`src/rtl/pc_fetch_unit.sv`:
```
// pc_fetch_unit: PC register, next-PC select and run/halt/fault control ahead of instruction memory.
// Optional fetch counter enabled by defining FETCH_COUNT_EN.
module pc_fetch_unit #(
  parameter logic [31:0] RESET_PC       = 32'h0000_0000,
  parameter int          IMEM_ADDR_BITS = 16,
  parameter logic [31:0] HALT_OPCODE    = 32'h0000_000C
) (
  input  logic        clk,
  input  logic        reset,
  input  logic        stall,
  input  logic [1:0]  pc_src,
  input  logic        branch_taken,
  input  logic [31:0] imm_ext,
  input  logic [25:0] jump_index,
  input  logic [31:0] jr_target,
  input  logic        resume,
  output logic [31:0] imem_addr,
  input  logic [31:0] imem_data,
  output logic [31:0] pc,
  output logic [31:0] pc_plus4,
  output logic [31:0] instr,
  output logic        instr_valid,
  output logic        halted,
  output logic        fault,
  output logic [31:0] fault_pc
`ifdef FETCH_COUNT_EN
  ,
  output logic [31:0] fetch_count
`endif
);
  typedef enum logic [1:0] {RUN, HALTED, FAULT} state_t;
  state_t      state_q, state_d;
  logic [31:0] pc_q, pc_d, fault_pc_q, fault_pc_d, target;
  function automatic logic legal(input logic [31:0] t);
    return (t[1:0] == 2'b00) && ((t >> (IMEM_ADDR_BITS + 2)) == 32'd0);
  endfunction
  assign pc          = pc_q;
  assign imem_addr   = pc_q;
  assign pc_plus4    = pc_q + 32'd4;
  assign instr_valid = (state_q == RUN) && !stall;
  assign instr       = instr_valid ? imem_data : 32'h0;
  assign halted      = state_q == HALTED;
  assign fault       = state_q == FAULT;
  assign fault_pc    = fault_pc_q;
  always_comb begin
    target = pc_src == 2'b00 ? pc_plus4 :
             pc_src == 2'b01 ? (branch_taken ? pc_plus4 + (imm_ext << 2) : pc_plus4) :
             pc_src == 2'b10 ? {pc_plus4[31:28], jump_index, 2'b00} : jr_target;
  end
  // an illegal target beats a SYSCALL seen in the same cycle
  always_comb begin
    state_d    = state_q;
    pc_d       = pc_q;
    fault_pc_d = fault_pc_q;
    if (state_q == RUN && !stall) begin
      if (!legal(target)) begin
        state_d    = FAULT;
        fault_pc_d = target;
      end else if (imem_data == HALT_OPCODE) begin
        state_d = HALTED;
      end else begin
        pc_d = target;
      end
    end else if (state_q == HALTED && resume) begin
      if (!legal(pc_plus4)) begin
        state_d    = FAULT;
        fault_pc_d = pc_plus4;
      end else begin
        state_d = RUN;
        pc_d    = pc_plus4;
      end
    end
  end
  always_ff @(posedge clk or posedge reset) begin
    if (reset) begin
      state_q    <= RUN;
      pc_q       <= RESET_PC;
      fault_pc_q <= 32'h0;
    end else begin
      state_q    <= state_d;
      pc_q       <= pc_d;
      fault_pc_q <= fault_pc_d;
    end
  end
`ifdef FETCH_COUNT_EN
  logic [31:0] fetch_count_q, fetch_count_d;
  assign fetch_count_d = fetch_count_q + {31'd0, instr_valid};
  assign fetch_count   = fetch_count_q;
  always_ff @(posedge clk or posedge reset) begin
    if (reset) fetch_count_q <= 32'h0;
    else       fetch_count_q <= fetch_count_d;
  end
`endif
endmodule
```
`config.mk`:
```
export PLATFORM = sky130hd
export DESIGN_NAME = pc_fetch_unit
export DESIGN_NICKNAME = d
export VERILOG_FILES = /design/src/rtl/pc_fetch_unit.sv
export SDC_FILE = /design/constraint.sdc
export NUM_CORES = 1
export LEC_CHECK = 0
export CAP_MARGIN = 5
export CORE_UTILIZATION = 40
export CTS_BUF_LIST = sky130_fd_sc_hd__clkbuf_16
export CTS_CLUSTER_SIZE = 20
export DETAILED_ROUTE_END_ITERATION = 12
export GPL_TIMING_DRIVEN = 0
export HOLD_SLACK_MARGIN = 0.06
export PLACE_DENSITY = 0.81
export SLEW_MARGIN = 20
export SYNTH_ARGS = -nofsm -noshare
export SYNTH_HDL_FRONTEND = slang
export SYNTH_SLANG_ARGS = --single-unit
export TNS_END_PERCENT = 1
```
`constraint.sdc`:
```
create_clock -name clk -period 6.25 [get_ports clk]
set_clock_uncertainty 0.15 [all_clocks]
set_input_delay 1.5625 -clock clk [delete_from_list [all_inputs] [get_ports clk]]
set_output_delay 1.5625 -clock clk [all_outputs]
set_load 0.005 [all_outputs]
```
=== Word-level counts from Yosys, hierarchy flattened ===
Cells that the tools add are included.

* Register bits after elaboration: 66
* Output and inout port bits: 163

* Add/sub/neg operators: 2
* Reduce and logical (&&, ||, !) cells: 16
* Mux-type cells: 19
* Equal/unequal tests: 10

{| class="wikitable"
|+ Operator list
! operator !! count
|-
| 2-to-1 mux 32 bit || 14
|-
| zero test 32 bit || 2
|-
| adder 32 x 3 -> 32 bit, second input constant || 1
|-
| adder 32 bit || 1
|-
| equality test 32 x 4 -> 1 bit, second input constant || 1
|-
| 2-to-1 mux 2 bit || 5
|-
| zero test 2 bit || 4
|-
| inequality test 2 bit, second input constant || 3
|-
| equality test 2 x 1 -> 1 bit, second input constant || 2
|-
| equality test 2 bit, second input constant || 2
|-
| logical AND 1 bit || 4
|-
| AND reduction 4 bit || 1
|-
| nonzero test 2 bit || 2
|-
| inequality test 3 x 2 -> 1 bit, second input constant || 1
|-
| AND reduction 3 bit || 1
|-
| inequality test 2 x 1 -> 1 bit, second input constant || 1
|-
| AND reduction 2 bit || 1
|-
| zero test 1 bit || 1
|}

=== Logic depth before layout (Yosys ltp) ===
* Word-level depth: 9
* Mapped depth: 20
* Depth with buffers taken out: 17

=== Least setup slack after synthesis ===
No wires, ideal clock.

* Path type: register to register
* Start: register pc_q[2], in the netlist imem_addr[2]
* End: register fault_pc_q[0], in the netlist fault_pc[0]
* Path slack: 998 ps
* Buffers on the path: 3
* Setup time: 127 ps
* Cell stages (with the launch flop): 20
* Arrival: 4975 ps
* Required time: 5973 ps
* Period minus slack after synthesis: 5252 ps
* Path through: dfrtp_1 > ha_1 > and3_1 > clkbuf_1 > nand3_1 > nor4_1 > xor2_1 > ha_1 > clkbuf_1 > a21oi_1 > o21ai_1 > a311oi_1 > o21ai_1 > a21oi_1 > mux2_2 > a311oi_1 > nand2_1 > o31ai_4 > buf_6 > mux2_1

* Cells in the longest elaborated chain, start to end: 9

{| class="wikitable"
|+ RTL lines
! element !! RTL line !! source
|-
| from (decl) || 33 || <nowiki>logic [31:0] pc_q, pc_d, fault_pc_q, fault_pc_d, target;</nowiki>
|-
| from (signal assigned) || 81 || <nowiki>pc_q <= pc_d;</nowiki>
|-
| adder 32 x 3 -> 32 bit * || 39 || <nowiki>assign pc_plus4 = pc_q + 32'd4;</nowiki>
|-
| named net pc_plus4[24] || 20 || <nowiki>output logic [31:0] pc_plus4,</nowiki>
|-
| adder 32 bit || 47 || <nowiki>pc_src == 2'b01 ? (branch_taken ? pc_plus4 + (imm_ext << 2) : pc_plus4) :</nowiki>
|-
| 2-to-1 mux 32 bit (2 in series) || 47 ||
|-
| 2-to-1 mux 32 bit || 46 || <nowiki>target = pc_src == 2'b00 ? pc_plus4 :</nowiki>
|-
| zero test 32 bit || 35 || <nowiki>return (t[1:0] == 2'b00) && ((t >> (IMEM_ADDR_BITS + 2)) == 32'd0);</nowiki>
|-
| logical AND 1 bit || 35 ||
|-
| inequality test 2 bit (no source line) || - ||
|-
| AND reduction 3 bit (no source line) * || - ||
|-
| to (signal assigned) || 82 || <nowiki>fault_pc_q <= fault_pc_d;</nowiki>
|-
| to (decl) || 33 ||
|}

The timed path passes the listed nets; every way through them passes the cells marked *.
A chain may end at the register's enable or synchronous reset.

=== Final worst setup path ===
* Start: input port stall
* End: output port instr[20]

* Cells in the longest elaborated chain, start to end: 3

{| class="wikitable"
|+ RTL lines
! element !! RTL line !! source
|-
| from (decl) || 10 || <nowiki>input logic stall,</nowiki>
|-
| zero test 1 bit || 40 || <nowiki>assign instr_valid = (state_q == RUN) && !stall;</nowiki>
|-
| logical AND 1 bit || 40 ||
|-
| 2-to-1 mux 32 bit || 41 || <nowiki>assign instr = instr_valid ? imem_data : 32'h0;</nowiki>
|-
| to (decl) || 21 || <nowiki>output logic [31:0] instr,</nowiki>
|}

No other way between the ends.

==> results.sh <==
export IMPL_layout_min_cycle_time_ns=6.15
export IMPL_status="complete, no violations"
export IMPL_setup_viol=0
export IMPL_avgSynthCellArea_um2=7.86
export IMPL_fp_dieW_um=134
export IMPL_pre_cts_ws_ns=-0.366
export IMPL_drt_iter0_markers=824
export IMPL_worst_hold_slack_ns=0.337
export IMPL_vias_per_cell=5.95
export IMPL_ant_nets=0
export IMPL_grt_antenna_before_repair=0
export IMPL_p_leak_uw=0.00456
export IMPL_hp_class="register to register"
export IMPL_crit_arrival_ns=4.44
export IMPL_crit_path_top_delay_cell="clkdlybuf4s50_1"
export IMPL_crit_required_ns=4.54
export IMPL_initial_core_util=0.414
export IMPL_cts_tree="done"
export IMPL_grt_max_degree=48
export IMPL_dp_hpwl_um=24800
export IMPL_dpl_cell_count=1396
export IMPL_final_hold_viol_count=0
export IMPL_drc=0
export IMPL_synth_flop_cell="dfrtp_1"
export IMPL_syn_inst=887
export IMPL_worst_setup_path_end_kind="primary output"
export IMPL_via_count=8426
export IMPL_drv_cap=0
export IMPL_tightest_slew_ns=0.849
export IMPL_vdd_drop_max_uv=146
export IMPL_die_area_um2=18000
export IMPL_cts_sinks=66
export IMPL_synth_seq_cells=66
export IMPL_crit_buf_inv=7
export IMPL_path_class="input port to primary output"
export IMPL_fin_ws_ns=0.100
export IMPL_cpLargestDelayFamily="buffers and inverters"
export IMPL_finalCritPeriodShare=0.984
export IMPL_clockRootBuffer="clkbuf_16"
export IMPL_core_area_um2=16800
export IMPL_final_nets=1352
export IMPL_final_util=0.631
export IMPL_yosys_warnings=0
export IMPL_crit_chain="clkdlybuf4s50_1 > or3_1 > clkbuf_1 > inv_1 > clkbuf_2 > clkbuf_2 > clkbuf_1 > and2_1 > clkdlybuf4s50_1"
export IMPL_power_density_nw_per_um2=130
export IMPL_wirelength_um=30800
export IMPL_syn_area_um2=6970
export IMPL_grt_pass1_vias=7978
export IMPL_routabilityCongestion=0.960
export IMPL_cts_made_buffers=9
export IMPL_clock_latency_ns=0.34
export IMPL_slew_viol_final=0
export IMPL_synth_sequential_area_ratio=0.237
export IMPL_grt_total_usage=0.335
export IMPL_fillers=1443
export IMPL_final_cells=1416
export IMPL_grt_pass1_wl_um=45300
export IMPL_row_count=47
export IMPL_maxSlewHeadroom=0.430
export IMPL_wire_per_inst_um=21.7
export IMPL_setup_tns_ns=0
export IMPL_cts_path_max_buffers=2
export IMPL_path_clk_slew_ns=0.05
export IMPL_drive_gt1_frac=0.0970
export IMPL_synth_cell_types=70
export IMPL_port_buffers=288
export IMPL_diodes=0
export IMPL_cts_htree_levels=3
export IMPL_grt_overflow=0
export IMPL_dr_pass1_iters=5
export IMPL_syn_nets=1048
export IMPL_path_max_fanout=10
export IMPL_cp_start_kind="input port"
export IMPL_ys_async_sr_fraction=1.00
export IMPL_synth_enable_flop_cells=0
export IMPL_max_stage_delay_ns=0.51
export IMPL_areaGrowthSynthToFinish_pct=52.4
export IMPL_fp_dieH_um=134
export IMPL_fmax_mhz=163
export IMPL_io_pins=292
-- metal layers --
layer / routed length [um] / GRT usage / vias up
li1: - / - / 3811
met1: 11300 / 0.387 / 3958
met2: 14700 / 0.576 / 575
met3: 3330 / 0.0839 / 82
met4: 1400 / 0.164 / 0
met5: 0 / 0 / -
-- cells in the mapped netlist (all sizes together) (3+ instances only) --
cell type | count | area [um2]
nand2 | 91 | 342
a21oi | 75 | 375
dfrtp | 66 | 1650
nor2 | 66 | 248
o21ai | 53 | 269
buf | 52 | 358
mux2 | 50 | 563
clkbuf | 37 | 139
and2 | 35 | 219
ha | 31 | 388
nand3 | 30 | 150
xnor2 | 29 | 262
mux2i | 24 | 240
nand4 | 24 | 150
inv | 20 | 75.1
xor2 | 20 | 175
nor2b | 18 | 113
nor4 | 15 | 93.8
nor3 | 14 | 70.1
nand2b | 11 | 68.8
and3 | 10 | 62.6
a21o | 8 | 60.1
a221oi | 8 | 76.3
a31oi | 8 | 50.1
o22ai | 8 | 50.1
and4 | 7 | 61.3
a211oi | 5 | 37.5
or3 | 5 | 31.3
or4 | 5 | 41.3
a311oi | 4 | 35.0
o211ai | 4 | 30.0
o221ai | 4 | 35.0
o31a | 4 | 35.0
o31ai | 4 | 43.8
a221o | 3 | 30.0
a32oi | 3 | 26.3
o2111ai | 3 | 26.3
-- cell families after synthesis --
family / synth area share
flip-flops: 0.237
AND/OR/NAND/NOR: 0.246
AO/OA/AOI/OAI: 0.197
multiplexers: 0.115
adder cells (fa/ha/maj): 0.0585
XOR/XNOR: 0.0627
buffers and inverters: 0.0831
-- per-stage QoR --
step,cell area (um2),power [uW]
after detailed placement,10200,829
after CTS,10500,1370
after global placement,10100,822
after global routing,10600,1430
after floorplan,6970,623
final,10600,1380
-- registers in the layout (all words and copies together) (netlist names) --
signal     flops
fault_pc      32
imem_addr     32
state_q        2
-- worst paths after layout --
check                                              start                        end  slack [ns]  cells after the start
worst max-delay path                               stall                  instr[20]        0.10                      9
worst min-delay path             fault_pc[1]$_DFFE_PP0P_    fault_pc[1]$_DFFE_PP0P_        0.34                      1
worst max register to register  imem_addr[7]$_DFFE_PP0P_  imem_addr[15]$_DFFE_PP0P_        0.20                     18
worst min register to register   fault_pc[1]$_DFFE_PP0P_    fault_pc[1]$_DFFE_PP0P_        0.34                      1
max in group asynchronous                          reset    fault_pc[1]$_DFFE_PP0P_        4.04                      3
min in group asynchronous                          reset  imem_addr[13]$_DFFE_PP0P_        1.38                      2
-- layout make-up --
class / instances / area [um2] / area share
clock inverter: 7 / 93.8 / 0.00884
multi-input combinational: 710 / 4840 / 0.456
clock buffer: 9 / 225 / 0.0212
sequential: 66 / 1650 / 0.156
tap: 220 / 275 / 0.0259
timing repair buffer: 293 / 2940 / 0.277
buffer: 89 / 505 / 0.0476
inverter: 22 / 85.1 / 0.00801
-- cell usage in the layout (no fill, tap or decap), types with 25 or more instances in the layout --
cell             instances
clkdlybuf4s50_1        288
nand2_1                 91
a21oi_1                 75
nor2_1                  65
dfrtp_1                 65
o21ai_0                 43
buf_4                   38
and2_1                  35
clkbuf_1                34
ha_1                    31
nand3_1                 30
mux2_1                  25
xnor2_1                 25
mux2_2                  25
-- repair_timing --
action / in CTS / in global routing
endpoints found under the setup margin: 85 / 63
setup buffers: 0 / 4
hold buffers: 0 / 0
hold endpoints to repair: 0 / 0
resized for setup: 7 / 14
pin swaps: 0 / 3
-- power breakdown --
group          switching (uW)  internal [uW]  total (uW)
sequential               11.0            446         457
clock                     197            348         546
combinational             182            190         372
Power figures use the tool's default switching activity.
